$ cat src/rtl/risc_core_mc.sv
// -----------------------------------------------------------------------------
// risc_core_mc -- parametrised multi-cycle RISC core, 16-bit instructions.
//
// One FSM (FETCH/DECODE/EXEC/MEM/WB/HALT) drives a datapath holding an
// 8-entry register file (R0 reads 0), the instruction register, the A/B
// operand latches, the ALU result latch, the load-data latch and the PC.
// Instruction and data memories are external and use req/ack handshakes
// with any number of wait states.
//
// Parameters
//   DATA_W   : register / ALU / data-bus width (>= 8)
//   ADDR_W   : instruction and data address width, PC width
//   RESET_PC : PC value after reset
//
// Ports
//   clk, rst_n          : clock (rising edge), asynchronous reset, ACTIVE-HIGH
//                         despite the name (kept for port-name consistency)
//   imem_req/addr/rdata/ack       : instruction fetch handshake (addr = PC)
//   dmem_req/we/addr/wdata/rdata/ack : data load/store handshake
//   dbg_sel, dbg_reg_out : combinational read of R[dbg_sel]
//   halted              : core sits in HALT until reset
//   trap                : illegal-opcode trap, sticky until reset
//
// Build option
//   RISC_CORE_TRAP_EN : when defined, opcodes 0xB-0xE raise trap and halt with
//                       the PC left on the faulting instruction. When undefined
//                       they behave as NOP and trap stays 0.
// -----------------------------------------------------------------------------
module risc_core_mc #(
  parameter int                DATA_W   = 16,
  parameter int                ADDR_W   = 16,
  parameter logic [ADDR_W-1:0] RESET_PC = '0
) (
  input  logic              clk,
  input  logic              rst_n,
  output logic              imem_req,
  output logic [ADDR_W-1:0] imem_addr,
  input  logic [15:0]       imem_rdata,
  input  logic              imem_ack,
  output logic              dmem_req,
  output logic              dmem_we,
  output logic [ADDR_W-1:0] dmem_addr,
  output logic [DATA_W-1:0] dmem_wdata,
  input  logic [DATA_W-1:0] dmem_rdata,
  input  logic              dmem_ack,
  input  logic [2:0]        dbg_sel,
  output logic [DATA_W-1:0] dbg_reg_out,
  output logic              halted,
  output logic              trap
);

  typedef enum logic [2:0] {
    S_FETCH, S_DECODE, S_EXEC, S_MEM, S_WB, S_HALT
  } state_e;

  localparam logic [3:0] OP_NOP  = 4'h0, OP_ADD = 4'h1, OP_SUB  = 4'h2,
                         OP_AND  = 4'h3, OP_OR  = 4'h4, OP_XOR  = 4'h5,
                         OP_ADDI = 4'h6, OP_LD  = 4'h7, OP_ST   = 4'h8,
                         OP_BEQ  = 4'h9, OP_JMP = 4'hA, OP_HALT = 4'hF;

  state_e            state_q, state_d;
  logic [ADDR_W-1:0] pc_q, pc_d;
  logic [15:0]       ir_q, ir_d;
  logic [DATA_W-1:0] a_q, a_d, b_q, b_d, alu_q, alu_d, ld_q, ld_d;
  logic [DATA_W-1:0] regs_q [8];
  logic [DATA_W-1:0] regs_d [8];
  logic              imem_req_q, imem_req_d, dmem_req_q, dmem_req_d;
  logic              dmem_we_q, dmem_we_d, halted_q, halted_d, trap_q, trap_d;

  // Instruction fields, all taken from the latched IR.
  logic [3:0]        op;
  logic [2:0]        rd, rs1, rs2;
  logic [DATA_W-1:0] imm6_sx, alu_res;
  logic [ADDR_W-1:0] off6, off9, pc_inc;

  assign op      = ir_q[15:12];
  assign rd      = ir_q[11:9];
  assign rs1     = ir_q[8:6];
  assign rs2     = ir_q[5:3];
  // Size casts of a signed operand sign-extend the immediates.
  assign imm6_sx = DATA_W'($signed(ir_q[5:0]));
  assign off6    = ADDR_W'($signed(ir_q[5:0]));
  assign off9    = ADDR_W'($signed(ir_q[8:0]));
  assign pc_inc  = pc_q + 1'b1;

  always_comb begin
    case (op)
      OP_SUB:  alu_res = a_q - b_q;
      OP_AND:  alu_res = a_q & b_q;
      OP_OR:   alu_res = a_q | b_q;
      OP_XOR:  alu_res = a_q ^ b_q;
      default: alu_res = a_q + b_q;  // ADD, ADDI and LD/ST address
    endcase
  end

  always_comb begin
    // NOTE: every *_d gets its hold value first so no path through the case
    // below leaves a variable unassigned, which would infer a latch.
    state_d    = state_q;
    pc_d       = pc_q;
    ir_d       = ir_q;
    a_d        = a_q;
    b_d        = b_q;
    alu_d      = alu_q;
    ld_d       = ld_q;
    regs_d     = regs_q;
    imem_req_d = imem_req_q;
    dmem_req_d = dmem_req_q;
    dmem_we_d  = dmem_we_q;
    halted_d   = halted_q;
    trap_d     = trap_q;

    case (state_q)
      S_FETCH: begin
        if (imem_req_q && imem_ack) begin
          ir_d       = imem_rdata;
          imem_req_d = 1'b0;
          state_d    = S_DECODE;
        end
      end
      S_DECODE: begin
        a_d = regs_q[rs1];
        if (op == OP_ADDI || op == OP_LD || op == OP_ST) b_d = imm6_sx;
        else if (op == OP_BEQ)                           b_d = regs_q[rd];
        else                                             b_d = regs_q[rs2];
        state_d = S_EXEC;
      end
      S_EXEC: begin
        alu_d = alu_res;
        case (op)
          OP_ADD, OP_SUB, OP_AND, OP_OR, OP_XOR, OP_ADDI: state_d = S_WB;
          OP_LD, OP_ST: begin
            dmem_req_d = 1'b1;
            dmem_we_d  = (op == OP_ST);
            state_d    = S_MEM;
          end
          OP_NOP, OP_BEQ, OP_JMP: begin
            if (op == OP_JMP)                     pc_d = pc_inc + off9;
            else if (op == OP_BEQ && a_q == b_q)  pc_d = pc_inc + off6;
            else                                  pc_d = pc_inc;
            imem_req_d = 1'b1;
            state_d    = S_FETCH;
          end
          OP_HALT: begin
            halted_d = 1'b1;
            state_d  = S_HALT;
          end
          default: begin
`ifdef RISC_CORE_TRAP_EN
            trap_d   = 1'b1;
            halted_d = 1'b1;
            state_d  = S_HALT;
`else
            pc_d       = pc_inc;
            imem_req_d = 1'b1;
            state_d    = S_FETCH;
`endif
          end
        endcase
      end
      S_MEM: begin
        if (dmem_req_q && dmem_ack) begin
          dmem_req_d = 1'b0;
          dmem_we_d  = 1'b0;
          if (op == OP_ST) begin
            pc_d       = pc_inc;
            imem_req_d = 1'b1;
            state_d    = S_FETCH;
          end else begin
            ld_d    = dmem_rdata;
            state_d = S_WB;
          end
        end
      end
      S_WB: begin
        if (rd != 3'd0) regs_d[rd] = (op == OP_LD) ? ld_q : alu_q;
        pc_d       = pc_inc;
        imem_req_d = 1'b1;
        state_d    = S_FETCH;
      end
      default: ;  // S_HALT: terminal until reset
    endcase
  end

  always_ff @(posedge clk or posedge rst_n) begin
    if (rst_n) begin
      state_q    <= S_FETCH;
      pc_q       <= RESET_PC;
      ir_q       <= '0;
      a_q        <= '0;
      b_q        <= '0;
      alu_q      <= '0;
      ld_q       <= '0;
      // NOTE: the register file is flops, not RAM, and must read 0 after
      // reset, so it sits in the reset branch like any other state.
      regs_q     <= '{default: '0};
      imem_req_q <= 1'b1;
      dmem_req_q <= 1'b0;
      dmem_we_q  <= 1'b0;
      halted_q   <= 1'b0;
      trap_q     <= 1'b0;
    end else begin
      // NOTE: non-blocking updates so every flop samples pre-edge values.
      state_q    <= state_d;
      pc_q       <= pc_d;
      ir_q       <= ir_d;
      a_q        <= a_d;
      b_q        <= b_d;
      alu_q      <= alu_d;
      ld_q       <= ld_d;
      regs_q     <= regs_d;
      imem_req_q <= imem_req_d;
      dmem_req_q <= dmem_req_d;
      dmem_we_q  <= dmem_we_d;
      halted_q   <= halted_d;
      trap_q     <= trap_d;
    end
  end

  assign imem_req    = imem_req_q;
  assign imem_addr   = pc_q;
  assign dmem_req    = dmem_req_q;
  assign dmem_we     = dmem_we_q;
  // Low ADDR_W bits of the ALU latch; zero-extended when DATA_W < ADDR_W.
  assign dmem_addr   = ADDR_W'(alu_q);
  assign dmem_wdata  = regs_q[rd];
  assign dbg_reg_out = regs_q[dbg_sel];
  assign halted      = halted_q;
  assign trap        = trap_q;

endmodule

$ cat config.mk
export PLATFORM = sky130hd
export DESIGN_NAME = risc_core_mc
export DESIGN_NICKNAME = d
export VERILOG_FILES = /design/src/rtl/risc_core_mc.sv
export SDC_FILE = /design/constraint.sdc
export NUM_CORES = 1
export LEC_CHECK = 0
export ABC_AREA = 1
export BUFFER_PORTS_ARGS = -buffer_cell sky130_fd_sc_hd__buf_2
export CAP_MARGIN = 20
export CORE_MARGIN = 4
export CORE_UTILIZATION = 55
export CTS_BUF_LIST = sky130_fd_sc_hd__clkbuf_2 sky130_fd_sc_hd__clkbuf_4 sky130_fd_sc_hd__clkbuf_8
export DETAILED_ROUTE_END_ITERATION = 8
export PLACE_DENSITY = 0.76
export SYNTH_ARGS = -nofsm -noshare
export SYNTH_HDL_FRONTEND = slang
export SYNTH_SLANG_ARGS = --single-unit
$ cat constraint.sdc
create_clock -name clk -period 6.7 [get_ports clk]
set_clock_uncertainty 0.05 [all_clocks]
set_input_delay 0.67 -clock clk [delete_from_list [all_inputs] [get_ports clk]]
set_output_delay 0.67 -clock clk [all_outputs]
set_load 0.005 [all_outputs]
==> flow_summary.toml, run 1 <==
[clock_network]
post_cts_buffers = 0
cts_tree = "done"
clk_pin_slew_ns = 0.07
cts.path.max_buffers = 3
cts_sinks = 231
cts_root_buf = "clkbuf_8"
postCtsHoldBufs = 0
post_cts_resized = 0
numCtsBuffers = 42
htreeDepth = 2
clock_latency_ns = 0.62

[critical_path]
crit_path_start_kind = "register"
endpoint_kind = "primary output"
required_ns = 5.98
startpoint = "ir_q[9]"
r2r_start = "imem_addr[1]"
critPathMaxFanout = 12
path_class = "reg2out"
critPathArrivalTime_ns = 2.93

[sta]
max_freq_mhz = 274
finalWorstSetupSlack_ns = 3.05
finalCriticalPeriod_ns = 3.65
hold_viol = 0
timing.slew.headroom = 0.245
rsz0062_at_grt = "no"
drv_slew = 0
setup_violations = 0
finalSetupTns_ns = 0
post-route-period-util = 0.545
tightestPinTransition_ns = 1.10

[placed_design]
place_ws_ns = 3.50
dp_hpwl_mm = 43.9
port_buffers = 106
gp_congestion = 1.07

[global_routing]
grt_max_degree = 170
track_usage = 0.355
grt_first_pass_wirelength_mm = 99.4
antenna_found_initial = 0
overflow = 0
grt_pass1_vias = 17307

[floorplanning]
die_h_um = 187
pin_count = 108
core_sq_um = 31600
die_x_um = 187
dieArea_sq_um = 34900
rows = 65
initial_core_util = 0.557

[power]
p_leak_nw = 9.11
irDropWorstVdd_mv = 0.157
power.total_mw = 2.89
p_per_area_nw_per_um2 = 152

[final_layout]
multiInputGateArea_sq_um = 9990
syn2layout_area_growth_pct = 8.21
layout-drive-gt1-share = 0.105
antenna_cells = 0
nets = 2729
seq_area_sq_um = 5790
num-fill-cells = 3029

[routing]
drt-initial-drc-count = 2681
drt_first_pass_iters = 7
drc = 0
antenna_left = 0
vias = 18785
via_per_inst = 6.18
routedWlPerCell_um = 21.0
wl_mm = 63.8

[synthesis]
synth_seq_cells = 231
avgSynthCellArea_sq_um = 6.76
syn_nets = 2713
synth_cells = 2597
synth_area_sq_um = 17600
synth.top_cells.by_area = "dfrtp_1 (33%), nand2_1 (13%), o21ai_0 (11%), a21oi_1 (6.4%), inv_1 (6.0%)"
synthFlopType = "dfrtp_1"
synth_edf_count = 0
yosysTopAreaCell = "dfrtp_1"
synthDistinctLibCells = 58
ys_warn_count = 0
yosysSeqAreaShare = 0.329
netlist.area_leader.share = 0.328
async_flop_share = 1.00

[worst_hold_path]
hold_path_class = "in2reg"
hp-start = "imem_rdata[15]"

[outcome]
status = "finished clean"

[run]
maxCapViolations = 0
[flip-flops by register name (all words and copies together), names as in the netlist]
name       count
dmem_we        1
ir_q          16
state_q        3
ld_q          16
dmem_addr     16
regs_q       128
a_q           16
imem_addr     16
b_q           16
halted         1
dmem_req       1
imem_req       1
[critical path, cell delays in order (launching register included)]
cell and delay [ns]:
dfrtp_1 0.52, nand3_1 0.79, inv_2 0.48, a22o_1 0.21
nor2_1 0.05, nand2_1 0.12, buf_2 0.13
[per-stage QoR]
step	hold slack (ns)	util	instances	instance area, sq um
2_1_floorplan	0.395	-	2597	17600
3_3_place_gp	0.334	0.574	2965	18100
3_5_place_dp	0.335	0.574	2966	18100
4_1_cts	0.185	0.601	3034	19000
5_1_grt	0.217	0.602	3039	19000
6_report	0.209	0.602	3039	19000
[cell usage in the layout, fill, tap and decap left out, drive strengths merged, types with 2 or more instances in the layout]
cell      count
nand3       144
o221ai       17
xnor2         4
a21o          5
a221oi       13
o22ai        39
xor2         13
a21oi       229
mux2i         9
o21bai        9
nor4          2
o21ai       411
o211ai       40
a21boi        9
or2           7
clkinv        9
fa            3
ha           74
a22oi         6
clkinvlp      2
a211oi        8
nand3b        4
nand2       614
a31oi        19
buf         131
nor2        171
nor3         15
and2          2
clkbuf       62
mux2         16
inv         293
nand4        19
dfrtp       230
[final timing paths]
kind	end	slack, ns	cells past startpoint
setup reg to reg	imem_addr[11]	3.52	21
hold reg to reg	regs_q[118]	0.35	0
max in group asynchronous	dmem_addr[14]	4.90	4
setup / recovery	dmem_wdata[6]	3.05	6
hold / removal	ir_q[15]	0.21	3
min in group asynchronous	regs_q[82]	0.29	3
[kinds of logic after synthesis]
logic type / count (synthesis) / synth area share
buffers and inverters: 458 / 0.103
AND/OR/NAND/NOR: 979 / 0.234
multiplexers: 25 / 0.0154
AO/OA/AOI/OAI: 809 / 0.254
XOR/XNOR: 17 / 0.00848
flip-flops: 231 / 0.329
other: 1 / 0.000213
adder cells (fa/ha/maj): 77 / 0.0561
[cell usage after synthesis (7+ instances only)]
master    instances
inv_2            12
ha_1             74
a31oi_1          19
or2_2             7
inv_1           282
clkbuf_1        116
nand4_1          18
o21ai_0         394
nand2_1         606
o221ai_1         17
dfrtp_1         230
a21oi_1         225
a221oi_1         13
o211ai_1         40
nor2_1          160
nor3_1           13
o22ai_1          39
o21ai_1          16
mux2_2           16
buf_2            32
nand3_1         141
xor2_1           13
nor2_2            7
o21bai_1          9
mux2i_1           9
[power breakdown]
group / internal, mW / total, mW / switching [mW]
clock: 0.771 / 1.40 / 0.625
combinational: 0.0283 / 0.0991 / 0.0708
sequential: 1.40 / 1.40 / 0
[final cells by class]
class,count,share of cell area
Multi-Input combinational cell,1908,0.525
Sequential cell,231,0.304
Inverter,297,0.0591
Clock buffer,60,0.0405
Timing Repair Buffer,133,0.0403
Tap cell,402,0.0265
Clock inverter,8,0.00375
[routing by layer]
metal  routed length [um]  part of all wire  up-vias  track usage
li1                     -                 -     8721            -
met1                26300              0.41     8681        0.496
met2                27500              0.43     1183        0.529
met3                 6740              0.11      200       0.0662
met4                 3280             0.051        0        0.178
met5                    0                 0        -            0
(Power assumes the default switching activity.)
==> run 2: changes to the inputs <==
clock period = 3 ns   (was 6.7 ns; I/O delays follow)
==> run 2 against run 1 <==
Against the previous run:
- critical path depth is the same
- count of clock-buffer cells in the layout grew 9
- sequential share of layout area decreased by 1.7 points
- sequential power grew 120%
- clock power up 130%
- non-clock buffer count up 104
- hold slack got worse by 0.098 ns
- power up 130%
- core utilization grew 3.6 points
- flip-flop and latch count unchanged
- via count is 4.6% higher
- wire length grew 8.0%
- critical path type unchanged
- critical endpoint is now dmem_wdata[11]
- highest routed layer is now met5
==> flow_summary.toml, run 2 (synthesized netlist as in run 1, its figures left out) <==
[final_layout]
nets = 2834
syn2layout_area_growth_pct = 14.6
num-fill-cells = 2902
layout-drive-gt1-share = 0.142
stdcell_area_sq_um = 20100
fin_cells = 3151
final_common_cell = "nand2_1"
regMostFlops = "regs_q"
mostFrequentLayoutCells = "nand2_1 (600), o21ai_0 (391), inv_1 (277)"
largest_reg_flops = 128

[power]
irDropWorstVdd_mv = 0.344
p_int_mw = 4.98
p_leak_nw = 9.62
power_frac_seq = 0.470
switching_share = 0.249
power_frac_clock = 0.486
p_per_area_nw_per_um2 = 329
p_comb_frac = 0.044
power.total_mw = 6.63
p_sw_mw = 1.65

[critical_path]
crit_path_start_kind = "register"
required_ns = 2.65
critPathArrivalTime_ns = 2.61
r2r_start = "imem_addr[0]"
critPathMaxFanout = 15
path_class = "reg2out"
reg2reg_depth = 18
rrSetupSlack_ns = 0.08
regToRegEndpoint = "imem_addr[12]"
endpoint_kind = "primary output"

[routing]
drt-initial-drc-count = 2712
wl_mm = 68.9
routedWlPerCell_um = 21.9
dr_wl_met3_mm = 7.59
vias = 19652
highest_layer = "met5"
antenna_left = 0
drc = 0
drt-met1-wl_mm = 27.9
via_per_inst = 6.24
drt_first_pass_iters = 7
wl_met2_mm = 29.2

[clock_network]
clock_latency_ns = 0.63
cts.path.max_buffers = 3
cts_root_buf = "clkbuf_8"
cts_sinks = 231
htreeDepth = 2
cts_tree = "done"
clk_pin_slew_ns = 0.06
numCtsBuffers = 43

[placed_design]
gp_congestion = 1.04
dpl_cell_area_sq_um = 18700
place_ws_ns = 0.0518
dp_hpwl_mm = 48.4
place_inst = 3041
port_buffers = 106

[global_routing]
grt_first_pass_wirelength_mm = 107
antenna_found_initial = 3
grt_max_degree = 91
grt_pass1_vias = 18405
overflow = 0
track_usage = 0.385

[sta]
finalSetupTns_ns = 0
drv_slew = 0
rsz0062_at_grt = "yes"
finalCriticalPeriod_ns = 2.96
tightestPinTransition_ns = 0.929
finalWorstSetupSlack_ns = 0.0410
setup_violations = 0
timing.slew.headroom = 0.381
hold_viol = 0
post-route-period-util = 0.986
max_freq_mhz = 338

[floorplanning]
pin_count = 108
die_h_um = 187
rows = 65
core_sq_um = 31600
dieArea_sq_um = 34900
initial_core_util = 0.557
die_x_um = 187

[worst_hold_path]
hold_path_end = "ir_q[1]"
holdPathStages = 4
hp-start = "imem_ack"
hold_path_class = "in2reg"

[run]
maxCapViolations = 0

[outcome]
status = "finished clean"
run 2: timing repair:
action                     4_1_cts  5_1_grt
hold buffers                    33        0
setup endpoints to repair        2       13
hold endpoints to repair        54        0
gates resized for setup          1       46
buffers inserted                 0        1
run 2: how the worst max path moves through the flow:
stage | depth (start not counted) | slack [ns] | startpoint | end
global placement | 18 | 0.09 | imem_addr[0] | imem_addr[12]
CTS | 21 | 0.03 | imem_addr[0] | imem_addr[9]
global route | 18 | -0.07 | imem_addr[3] | imem_addr[15]
floorplan | 1 | -0.37 | rst_n | a_q[0]
finish | 6 | 0.04 | ir_q[11] | dmem_wdata[11]
detailed placement | 15 | 0.05 | imem_addr[0] | imem_addr[10]
run 2: power groups by stage:
stage / Clock (mW) / Combinational, mW / Sequential (mW)
after floorplan: 0 / 0.132 / 3.17
after global placement: 0 / 0.246 / 3.17
after detailed placement: 0 / 0.250 / 3.17
after CTS: 3.25 / 0.286 / 3.12
after global routing: 3.40 / 0.317 / 3.11
final: 3.22 / 0.292 / 3.12
run 2: cell type report:
class / count / area [sq um] / share of cell area
Tap cell: 402 / 503 / 0.0250
Sequential cell: 231 / 5790 / 0.288
Clock inverter: 5 / 33.8 / 0.00168
Inverter: 297 / 1120 / 0.0558
Multi-Input combinational cell: 1908 / 10200 / 0.505
Antenna cell: 2 / 5.00 / 0.000249
Timing Repair Buffer: 237 / 1670 / 0.0830
Clock buffer: 69 / 837 / 0.0416
run 2: critical path, cell delays in order (launching register included):
cell	delay [ns]
dfrtp_1	0.54
inv_1	0.16
nand3_1	0.23
inv_2	0.27
a211oi_1	0.42
nand2_1	0.18
buf_2	0.18
run 2: through the flow:
stage | util | hold WS, ns
4_1_cts | 0.632 | 0.0739
5_1_grt | 0.638 | 0.151
2_1_floorplan | - | 0.360
3_5_place_dp | 0.594 | 0.336
3_3_place_gp | 0.594 | 0.338
6_report | 0.638 | 0.111
run 2: per-layer routing:
layer / up-vias / GRT usage
li1: 8928 / -
met5: - / 0
met4: 2 / 0.194
met3: 303 / 0.0857
met1: 9096 / 0.528
met2: 1323 / 0.575
